**config.mk**
```make
export PLATFORM = sky130hd
export DESIGN_NAME = keypad_time_entry_flat
export DESIGN_NICKNAME = d
export VERILOG_FILES = /design/src/rtl/keypad_time_entry_pkg.sv /design/src/rtl/keypad_time_entry_if.sv /design/src/rtl/keypad_time_entry_ms_tick_gen.sv /design/src/rtl/keypad_time_entry.sv /design/src/flat_wrapper.sv
export SDC_FILE = /design/constraint.sdc
export NUM_CORES = 1
export LEC_CHECK = 0
export ABC_AREA = 1
export CAP_MARGIN = 25
export CORE_ASPECT_RATIO = 0.6
export CORE_MARGIN = 1
export CORE_UTILIZATION = 57
export CTS_BUF_LIST = sky130_fd_sc_hd__clkbuf_16
export DETAILED_ROUTE_END_ITERATION = 7
export DONT_BUFFER_PORTS = 1
export GPL_TIMING_DRIVEN = 0
export PLACE_DENSITY = 0.77
export REMOVE_ABC_BUFFERS = 1
export SYNTH_ARGS = -nofsm -noshare
export SYNTH_HDL_FRONTEND = slang
export SYNTH_SLANG_ARGS = --single-unit
export TNS_END_PERCENT = 50
```
**constraint.sdc**
```tcl
create_clock -name i_clk -period 2 [get_ports i_clk]
set_clock_uncertainty 0.05 [all_clocks]
set_input_delay 0.2 -clock i_clk [delete_from_list [all_inputs] [get_ports i_clk]]
set_output_delay 0.2 -clock i_clk [all_outputs]
set_load 0.01 [all_outputs]
```
**src/rtl/keypad_time_entry_pkg.sv**
```systemverilog
// Shared definitions for the keypad time-entry controller.
// Key codes, FSM state encoding, BCD limits and two small helpers
// for the per-position digit bound and the buffer write.
package keypad_time_entry_pkg;

  typedef enum logic [1:0] {
    ST_IDLE  = 2'd0,
    ST_EDIT  = 2'd1,
    ST_CHECK = 2'd2,
    ST_WRITE = 2'd3
  } state_t;

  localparam logic [3:0] KEY_EDIT   = 4'hA;
  localparam logic [3:0] KEY_BACK   = 4'hB;
  localparam logic [3:0] KEY_CANCEL = 4'hC;
  localparam logic [3:0] KEY_COMMIT = 4'hD;
  localparam logic [3:0] KEY_MAX_DIGIT = 4'd9;

  localparam logic [7:0] BCD_MAX_HH = 8'h23;
  localparam logic [7:0] BCD_MAX_MM = 8'h59;
  localparam logic [7:0] BCD_MAX_SS = 8'h59;

  localparam logic [2:0] CURSOR_LAST = 3'd5;

  // Largest digit accepted at a cursor position (0 = hours tens).
  function automatic logic [3:0] digit_limit(input logic [2:0] pos);
    case (pos)
      3'd0:       return 4'd2;
      3'd2, 3'd4: return 4'd5;
      default:    return 4'd9;
    endcase
  endfunction

  // Replace the digit at cursor position pos; position 0 is the top nibble.
  function automatic logic [23:0] put_digit(input logic [23:0] buf_in,
                                            input logic [2:0]  pos,
                                            input logic [3:0]  d);
    logic [23:0] r;
    r = buf_in;
    for (int p = 0; p < 6; p++) begin
      if (pos == 3'(p)) r[20 - 4*p +: 4] = d;
    end
    return r;
  endfunction

endpackage

```
**src/rtl/keypad_time_entry_if.sv**
```systemverilog
// Bus between the keypad/RTC/CLCD side and the time-entry controller.
// Key strobe, current time, write req/ack handshake and display outputs.
// Handshake: o_wr_req rises with o_wr_time valid and both hold steady until
// the cycle after i_wr_ack (a 1-cycle pulse) or the ack timeout; i_wr_ack is
// only meaningful while o_wr_req is high. i_key is qualified by i_key_valid.
// o_state exposes the controller FSM for debug.
interface keypad_time_entry_if;
  import keypad_time_entry_pkg::*;

  logic [3:0]  i_key;
  logic        i_key_valid;
  logic [23:0] i_cur_time;
  logic        i_wr_ack;
  logic        o_edit_active;
  logic [2:0]  o_cursor;
  logic [23:0] o_digits;
  logic        o_wr_req;
  logic [23:0] o_wr_time;
  logic        o_done;
  logic        o_err;
  state_t      o_state;

  modport slave (
    input  i_key, i_key_valid, i_cur_time, i_wr_ack,
    output o_edit_active, o_cursor, o_digits, o_wr_req, o_wr_time,
           o_done, o_err, o_state
  );

  modport master (
    output i_key, i_key_valid, i_cur_time, i_wr_ack,
    input  o_edit_active, o_cursor, o_digits, o_wr_req, o_wr_time,
           o_done, o_err, o_state
  );
endinterface

```
**src/rtl/keypad_time_entry_ms_tick_gen.sv**
```systemverilog
// 1 ms tick generator: 1-cycle o_tick every P_CNT_1MS clocks, free running.
// Ports: i_clk, i_reset_n (async active-low), o_tick.
module keypad_time_entry_ms_tick_gen #(
  parameter int P_CNT_1MS = 100_000
) (
  input  logic i_clk,
  input  logic i_reset_n,
  output logic o_tick
);
  localparam int W = (P_CNT_1MS > 1) ? $clog2(P_CNT_1MS) : 1;
  localparam logic [W-1:0] LAST = W'(P_CNT_1MS - 1);

  logic [W-1:0] cnt_q, cnt_d;
  logic         tick_q, tick_d;

  always_comb begin
    cnt_d  = cnt_q + 1'b1;
    tick_d = 1'b0;
    if (cnt_q == LAST) begin
      cnt_d  = '0;
      tick_d = 1'b1;
    end
  end

  always_ff @(posedge i_clk or negedge i_reset_n) begin
    if (!i_reset_n) begin
      cnt_q  <= '0;
      tick_q <= 1'b0;
    end else begin
      cnt_q  <= cnt_d;
      tick_q <= tick_d;
    end
  end

  assign o_tick = tick_q;
endmodule

```
**src/rtl/keypad_time_entry.sv**
```systemverilog
// Keypad time-entry controller: key strobes -> 6-digit HHMMSS BCD edit
// session -> range check -> one req/ack write to the RTC controller.
// Ports: i_clk, i_reset_n (async active-low), bus (keypad_time_entry_if.slave)
// carrying key strobe, current time, write handshake and display outputs.
module keypad_time_entry
  import keypad_time_entry_pkg::*;
#(
  parameter int P_CNT_1MS         = 100_000,
  parameter int P_IDLE_TIMEOUT_MS = 10_000,
  parameter int P_ACK_TIMEOUT_MS  = 100
) (
  input  logic                i_clk,
  input  logic                i_reset_n,
  keypad_time_entry_if.slave  bus
);
  localparam int MS_MAX = (P_IDLE_TIMEOUT_MS > P_ACK_TIMEOUT_MS) ?
                          P_IDLE_TIMEOUT_MS : P_ACK_TIMEOUT_MS;
  localparam int MS_W = $clog2(MS_MAX + 1);
  localparam logic [MS_W-1:0] IDLE_LIMIT = MS_W'(P_IDLE_TIMEOUT_MS);
  localparam logic [MS_W-1:0] ACK_LIMIT  = MS_W'(P_ACK_TIMEOUT_MS);

  state_t          state_q, state_d;
  logic [23:0]     digits_q, digits_d;
  logic [2:0]      cursor_q, cursor_d;
  logic            wr_req_q, wr_req_d;
  logic [23:0]     wr_time_q, wr_time_d;
  logic            done_q, done_d;
  logic            err_q, err_d;
  logic [MS_W-1:0] ms_cnt_q, ms_cnt_d;
  logic            ms_tick;

  logic [3:0] key;
  logic       key_valid;
  logic       is_digit, idle_expired, ack_expired, range_ok;

  keypad_time_entry_ms_tick_gen #(.P_CNT_1MS(P_CNT_1MS)) u_tick (
    .i_clk    (i_clk),
    .i_reset_n(i_reset_n),
    .o_tick   (ms_tick)
  );

  assign key          = bus.i_key;
  assign key_valid    = bus.i_key_valid;
  assign is_digit     = (key <= KEY_MAX_DIGIT);
  assign idle_expired = (ms_cnt_q == IDLE_LIMIT);
  assign ack_expired  = (ms_cnt_q == ACK_LIMIT);
  // Per-byte compare is valid BCD ordering since each nibble is <= 9.
  assign range_ok     = (digits_q[23:16] <= BCD_MAX_HH) &&
                        (digits_q[15:8]  <= BCD_MAX_MM) &&
                        (digits_q[7:0]   <= BCD_MAX_SS);

  // State register
  always_ff @(posedge i_clk or negedge i_reset_n) begin
    if (!i_reset_n) state_q <= ST_IDLE;
    else            state_q <= state_d;
  end

  // Next-state logic; a strobe in EDIT takes priority over idle expiry,
  // and ack takes priority over ack timeout.
  always_comb begin
    state_d = state_q;
    case (state_q)
      ST_IDLE:  if (key_valid && key == KEY_EDIT) state_d = ST_EDIT;
      ST_EDIT: begin
        if (key_valid) begin
          if (key == KEY_CANCEL)      state_d = ST_IDLE;
          else if (key == KEY_COMMIT) state_d = ST_CHECK;
        end else if (idle_expired) begin
          state_d = ST_IDLE;
        end
      end
      ST_CHECK: state_d = range_ok ? ST_WRITE : ST_EDIT;
      ST_WRITE: begin
        if (bus.i_wr_ack)     state_d = ST_IDLE;
        else if (ack_expired) state_d = ST_EDIT;
      end
      default:  state_d = ST_IDLE;
    endcase
  end

  // Output / datapath next values
  always_comb begin
    digits_d  = digits_q;
    cursor_d  = cursor_q;
    wr_req_d  = wr_req_q;
    wr_time_d = wr_time_q;
    done_d    = 1'b0;
    err_d     = 1'b0;
    case (state_q)
      ST_IDLE: begin
        if (key_valid && key == KEY_EDIT) begin
          digits_d = bus.i_cur_time;
          cursor_d = 3'd0;
        end
      end
      ST_EDIT: begin
        if (key_valid) begin
          if (is_digit) begin
            if (key <= digit_limit(cursor_q)) begin
              digits_d = put_digit(digits_q, cursor_q, key);
              if (cursor_q != CURSOR_LAST) cursor_d = cursor_q + 3'd1;
            end else begin
              err_d = 1'b1;
            end
          end else if (key == KEY_BACK) begin
            if (cursor_q != 3'd0) cursor_d = cursor_q - 3'd1;
          end else if (key == KEY_EDIT) begin
            digits_d = bus.i_cur_time;
            cursor_d = 3'd0;
          end
        end
      end
      ST_CHECK: begin
        if (range_ok) begin
          wr_time_d = digits_q;
          wr_req_d  = 1'b1;
        end else begin
          err_d = 1'b1;
        end
      end
      ST_WRITE: begin
        if (bus.i_wr_ack) begin
          wr_req_d = 1'b0;
          done_d   = 1'b1;
        end else if (ack_expired) begin
          wr_req_d = 1'b0;
          err_d    = 1'b1;
        end
      end
      default: ;
    endcase
  end

  // Shared ms-count: cleared on state change and on any strobe in EDIT,
  // only advances while a timeout is being watched.
  always_comb begin
    ms_cnt_d = ms_cnt_q;
    if (state_d != state_q)                          ms_cnt_d = '0;
    else if (state_q == ST_EDIT && key_valid)        ms_cnt_d = '0;
    else if (state_q != ST_EDIT && state_q != ST_WRITE) ms_cnt_d = '0;
    else if (ms_tick)                                ms_cnt_d = ms_cnt_q + 1'b1;
  end

  always_ff @(posedge i_clk or negedge i_reset_n) begin
    if (!i_reset_n) begin
      digits_q  <= '0;
      cursor_q  <= '0;
      wr_req_q  <= 1'b0;
      wr_time_q <= '0;
      done_q    <= 1'b0;
      err_q     <= 1'b0;
      ms_cnt_q  <= '0;
    end else begin
      digits_q  <= digits_d;
      cursor_q  <= cursor_d;
      wr_req_q  <= wr_req_d;
      wr_time_q <= wr_time_d;
      done_q    <= done_d;
      err_q     <= err_d;
      ms_cnt_q  <= ms_cnt_d;
    end
  end

  assign bus.o_edit_active = (state_q != ST_IDLE);
  assign bus.o_cursor      = cursor_q;
  assign bus.o_digits      = digits_q;
  assign bus.o_wr_req      = wr_req_q;
  assign bus.o_wr_time     = wr_time_q;
  assign bus.o_done        = done_q;
  assign bus.o_err         = err_q;
  assign bus.o_state       = state_q;
endmodule

```
**src/flat_wrapper.sv**
```systemverilog
// flat-port wrapper written by rule: the top's interface ports become plain ports
module keypad_time_entry_flat import keypad_time_entry_pkg::*;
#(
  parameter int P_CNT_1MS         = 100_000,
  parameter int P_IDLE_TIMEOUT_MS = 10_000,
  parameter int P_ACK_TIMEOUT_MS  = 100
)
  (i_clk, i_reset_n, bus_i_key, bus_i_key_valid, bus_i_cur_time, bus_i_wr_ack, bus_o_edit_active, bus_o_cursor, bus_o_digits, bus_o_wr_req, bus_o_wr_time, bus_o_done, bus_o_err, bus_o_state);
  keypad_time_entry_if bus_i ();
  input  logic i_clk;
  input  logic i_reset_n;
  input wire logic [$bits(bus_i.i_key)-1:0] bus_i_key;
  input wire logic [$bits(bus_i.i_key_valid)-1:0] bus_i_key_valid;
  input wire logic [$bits(bus_i.i_cur_time)-1:0] bus_i_cur_time;
  input wire logic [$bits(bus_i.i_wr_ack)-1:0] bus_i_wr_ack;
  output wire logic [$bits(bus_i.o_edit_active)-1:0] bus_o_edit_active;
  output wire logic [$bits(bus_i.o_cursor)-1:0] bus_o_cursor;
  output wire logic [$bits(bus_i.o_digits)-1:0] bus_o_digits;
  output wire logic [$bits(bus_i.o_wr_req)-1:0] bus_o_wr_req;
  output wire logic [$bits(bus_i.o_wr_time)-1:0] bus_o_wr_time;
  output wire logic [$bits(bus_i.o_done)-1:0] bus_o_done;
  output wire logic [$bits(bus_i.o_err)-1:0] bus_o_err;
  output wire logic [$bits(bus_i.o_state)-1:0] bus_o_state;
  assign bus_i.i_key = bus_i_key;
  assign bus_i.i_key_valid = bus_i_key_valid;
  assign bus_i.i_cur_time = bus_i_cur_time;
  assign bus_i.i_wr_ack = bus_i_wr_ack;
  assign bus_o_edit_active = bus_i.o_edit_active;
  assign bus_o_cursor = bus_i.o_cursor;
  assign bus_o_digits = bus_i.o_digits;
  assign bus_o_wr_req = bus_i.o_wr_req;
  assign bus_o_wr_time = bus_i.o_wr_time;
  assign bus_o_done = bus_i.o_done;
  assign bus_o_err = bus_i.o_err;
  assign bus_o_state = bus_i.o_state;
  keypad_time_entry #(.P_CNT_1MS(P_CNT_1MS), .P_IDLE_TIMEOUT_MS(P_IDLE_TIMEOUT_MS), .P_ACK_TIMEOUT_MS(P_ACK_TIMEOUT_MS)) u_core (.i_clk(i_clk), .i_reset_n(i_reset_n), .bus(bus_i));
endmodule
```
==> results.toml <==
[run_status]
status = "finished with violations"
violations = "negative hold slack, negative setup slack"

[placement]
gp_congestion = 0.887
preCtsSetupSlack_ns = -0.676
dpl.cell_count = 699
io_buffers = 0
hpwl_mm = 8.05

[timing]
fmax_ghz = 0.432
min_period_over_period = 1.16
maxSlewViolCount = 0
setup_ws_ns = -0.317
worst_pin_slew_ns = 0.621
fin_crit_ns = 2.32
slew_headroom = 0.583
setup_tns_ns = -7.49
rsz0062_at_grt = "yes"
setup_viol = 28
hold_ws_ns = -0.498
finalHoldViolCount = 88

[clock_tree]
hold_buffers = 2
insertion_delay_ns = 0.34
cts_buffer_depth = 2
cts_tree = "built"
htree_levels = 3
clock_sinks = 88
cts.clk_slew.worst_paths_ns = 0.06
cts.root.buffer_cell = "clkbuf_16"
cts_buffers = 9

[job]
cap_violations = 0

[grt]
overflow = 0
grt_pass1_wl_mm = 19.5
grt_pass1_vias = 3996
grt_max_degree = 89
groute.usage.overall = 0.295
antenna_found_initial = 0

[die]
die_width_um = 119
row_count = 25
top_level_ports = 89
start_util = 0.592
die_h_um = 72.4
coreArea_um2 = 7950
dieArea_um2 = 8630

[final_layout]
layoutNonFillerInstCount = 738
num_antenna_cells = 0
area_growth_pct = 16.6
final_net_count = 670
drive_gt1_frac = 0.170

[route]
viasPerCell = 5.78
firstDrtPassIters = 5
routed_wl_mm = 12.8
drc = 0
wl_per_cell_um = 17.4
met1_length_mm = 5.43
first_iter_violations = 447
highest_layer = "met4"
postRouteAntennaNets = 0
num_vias = 4268
route.met2.wl_mm = 5.68
dr_wl_met3_mm = 1.37

[synthesis]
synthCells = 604
synth_warnings = 0
synth_area_um2 = 4700
ys_seq_elements = 88
synth_top_area_cell = "dfrtp_1"
synth_cell_type_count = 33
synthFlopType = "dfrtp_1"
ys_top_cells_by_count = "217 x nand2_1, 88 x dfrtp_1, 54 x inv_1, 50 x nor2_1, 42 x o21ai_0"
netlist.area_leader.share = 0.468
seq_area_frac_synth = 0.468
synthArstFlopShare = 1.00
synth.most_common_cell = "nand2_1"
synth_edf_count = 0
syn_avg_cell_area_um2 = 7.79
synth_area_leaders = "dfrtp_1 47%, nand2_1 17%, o21ai_0 4.5%"

[critical_path]
end_kind = "flip-flop"
crit_type = "flip-flop to flip-flop"
cp-start-kind = "flip-flop"
worstPathArrival_ns = 2.49
cp.required_ns = 2.17
crit_fanout = 8

[power]
ir_drop_mv = 0.658
p_leak_nw = 2.71
power_mw = 6.30
p_per_area_nw_per_um2 = 1150

[hold_path]
min_path_type = "input pin to async pin"
==> flip-flops by register name (all words and copies together), names as in the netlist <==
| register | cells |
|---|---|
| u_core.bus.o_digits | 24 |
| u_core.bus.o_wr_time | 24 |
| u_core.u_tick.cnt_q | 17 |
| u_core.ms_cnt_q | 14 |
| u_core.bus.o_cursor | 3 |
| u_core.bus.o_state | 2 |
| u_core.bus.o_done | 1 |
| u_core.bus.o_err | 1 |
| u_core.bus.o_wr_req | 1 |
| u_core.u_tick.o_tick | 1 |
==> per-stage QoR <==
| stage | cell area [um2] | util | hold slack (ns) |
|---|---|---|---|
| final | 5480 | 0.690 | -0.498 |
| after global routing | 5480 | 0.690 | -0.505 |
| after CTS | 5350 | 0.674 | -0.498 |
| after detailed placement | 4770 | 0.600 | -0.142 |
| after global placement | 4750 | 0.598 | -0.143 |
| after floorplan | 4620 | - | -0.146 |
==> what timing repair did <==
item                                    in CTS  in global routing
setup buffers                               12                  6
endpoints found under the setup margin      66                 60
pin swaps                                   27                 24
gates cloned                                 2                  1
resized for setup                           52                 25
hold endpoints to repair                    90                 88
==> worst paths after layout <==
check                      cells after the start                    start  slack (ns)                  endpoint
setup / recovery                              14   u_core.bus.o_cursor[0]       -0.32    u_core.bus.o_digits[5]
hold / removal                                 0                i_reset_n       -0.50  u_core.bus.o_wr_time[23]
setup reg to reg                              14   u_core.bus.o_cursor[0]       -0.32    u_core.bus.o_digits[5]
hold reg to reg                                1  u_core.u_tick.cnt_q[13]        0.44   u_core.u_tick.cnt_q[13]
max in group asynchronous                      0                i_reset_n        2.24   u_core.u_tick.cnt_q[10]
min in group i_clk                             3             bus_i_key[0]        0.02     u_core.bus.o_state[0]
==> cells by family after synthesis <==
logic type	after synthesis	synth area share
xor gates and xnor gates	22	0.0410
AOI/OAI and AO/OA	59	0.0670
adders and majority gates	13	0.0346
and+or+nand+nor	350	0.325
buffers and inverters	72	0.0644
DFF	88	0.468
==> critical path: stages (launching register included) <==
cell     delay [ns]
dfrtp_2        0.47
inv_4          0.11
ha_4           0.14
inv_4          0.03
nor2_4         0.10
a21oi_2        0.05
ha_1           0.33
nand2_1        0.08
o21ai_2        0.18
nand3_2        0.11
buf_8          0.17
nand2_8        0.15
nor2_4         0.08
nand2_1        0.07
nand2_1        0.07
==> placed cells by master (no fill, tap or decap), types with 3 or more instances in the layout <==
cell type / netlist / routed
a21oi_1: 10 / 5
a21oi_2: 1 / 5
buf_4: 2 / 17
clkbuf_16: 0 / 9
clkinv_2: 0 / 3
dfrtp_1: 88 / 86
ha_1: 13 / 9
ha_4: 0 / 4
inv_1: 54 / 48
inv_2: 3 / 5
inv_4: 0 / 5
nand2_1: 217 / 210
nand2_2: 4 / 9
nand2_4: 0 / 3
nand3_1: 28 / 25
nand3_2: 7 / 10
nand4_1: 10 / 10
nor2_1: 50 / 48
nor2_2: 16 / 10
nor2_4: 1 / 9
nor3_1: 8 / 8
o21ai_0: 42 / 20
o21ai_1: 0 / 21
xnor2_1: 4 / 4
xor2_1: 18 / 18
==> area by class of cell <==
type	instances	area, um2
inverters	58	230
clock buffers	9	225
multi-input cells	447	2420
well taps	108	135
clock inverters	7	86.3
repair buffers	21	178
fillers	634	2460
flip-flops and latches	88	2200
==> routing by layer <==
| metal | track usage | vias up |
|---|---|---|
| met5 | 0 | - |
| met4 | 0.103 | 0 |
| met3 | 0.0778 | 40 |
| met2 | 0.459 | 258 |
| met1 | 0.403 | 2015 |
| li1 | - | 1955 |
==> power by group <==
group	leakage (nW)	internal, mW	switching [mW]	total [mW]
combinational	1.39	0.718	1.13	1.85
sequential	1.17	2.12	0.563	2.68
clock	0.153	1.08	0.689	1.77
(Power assumes the default switching activity.)
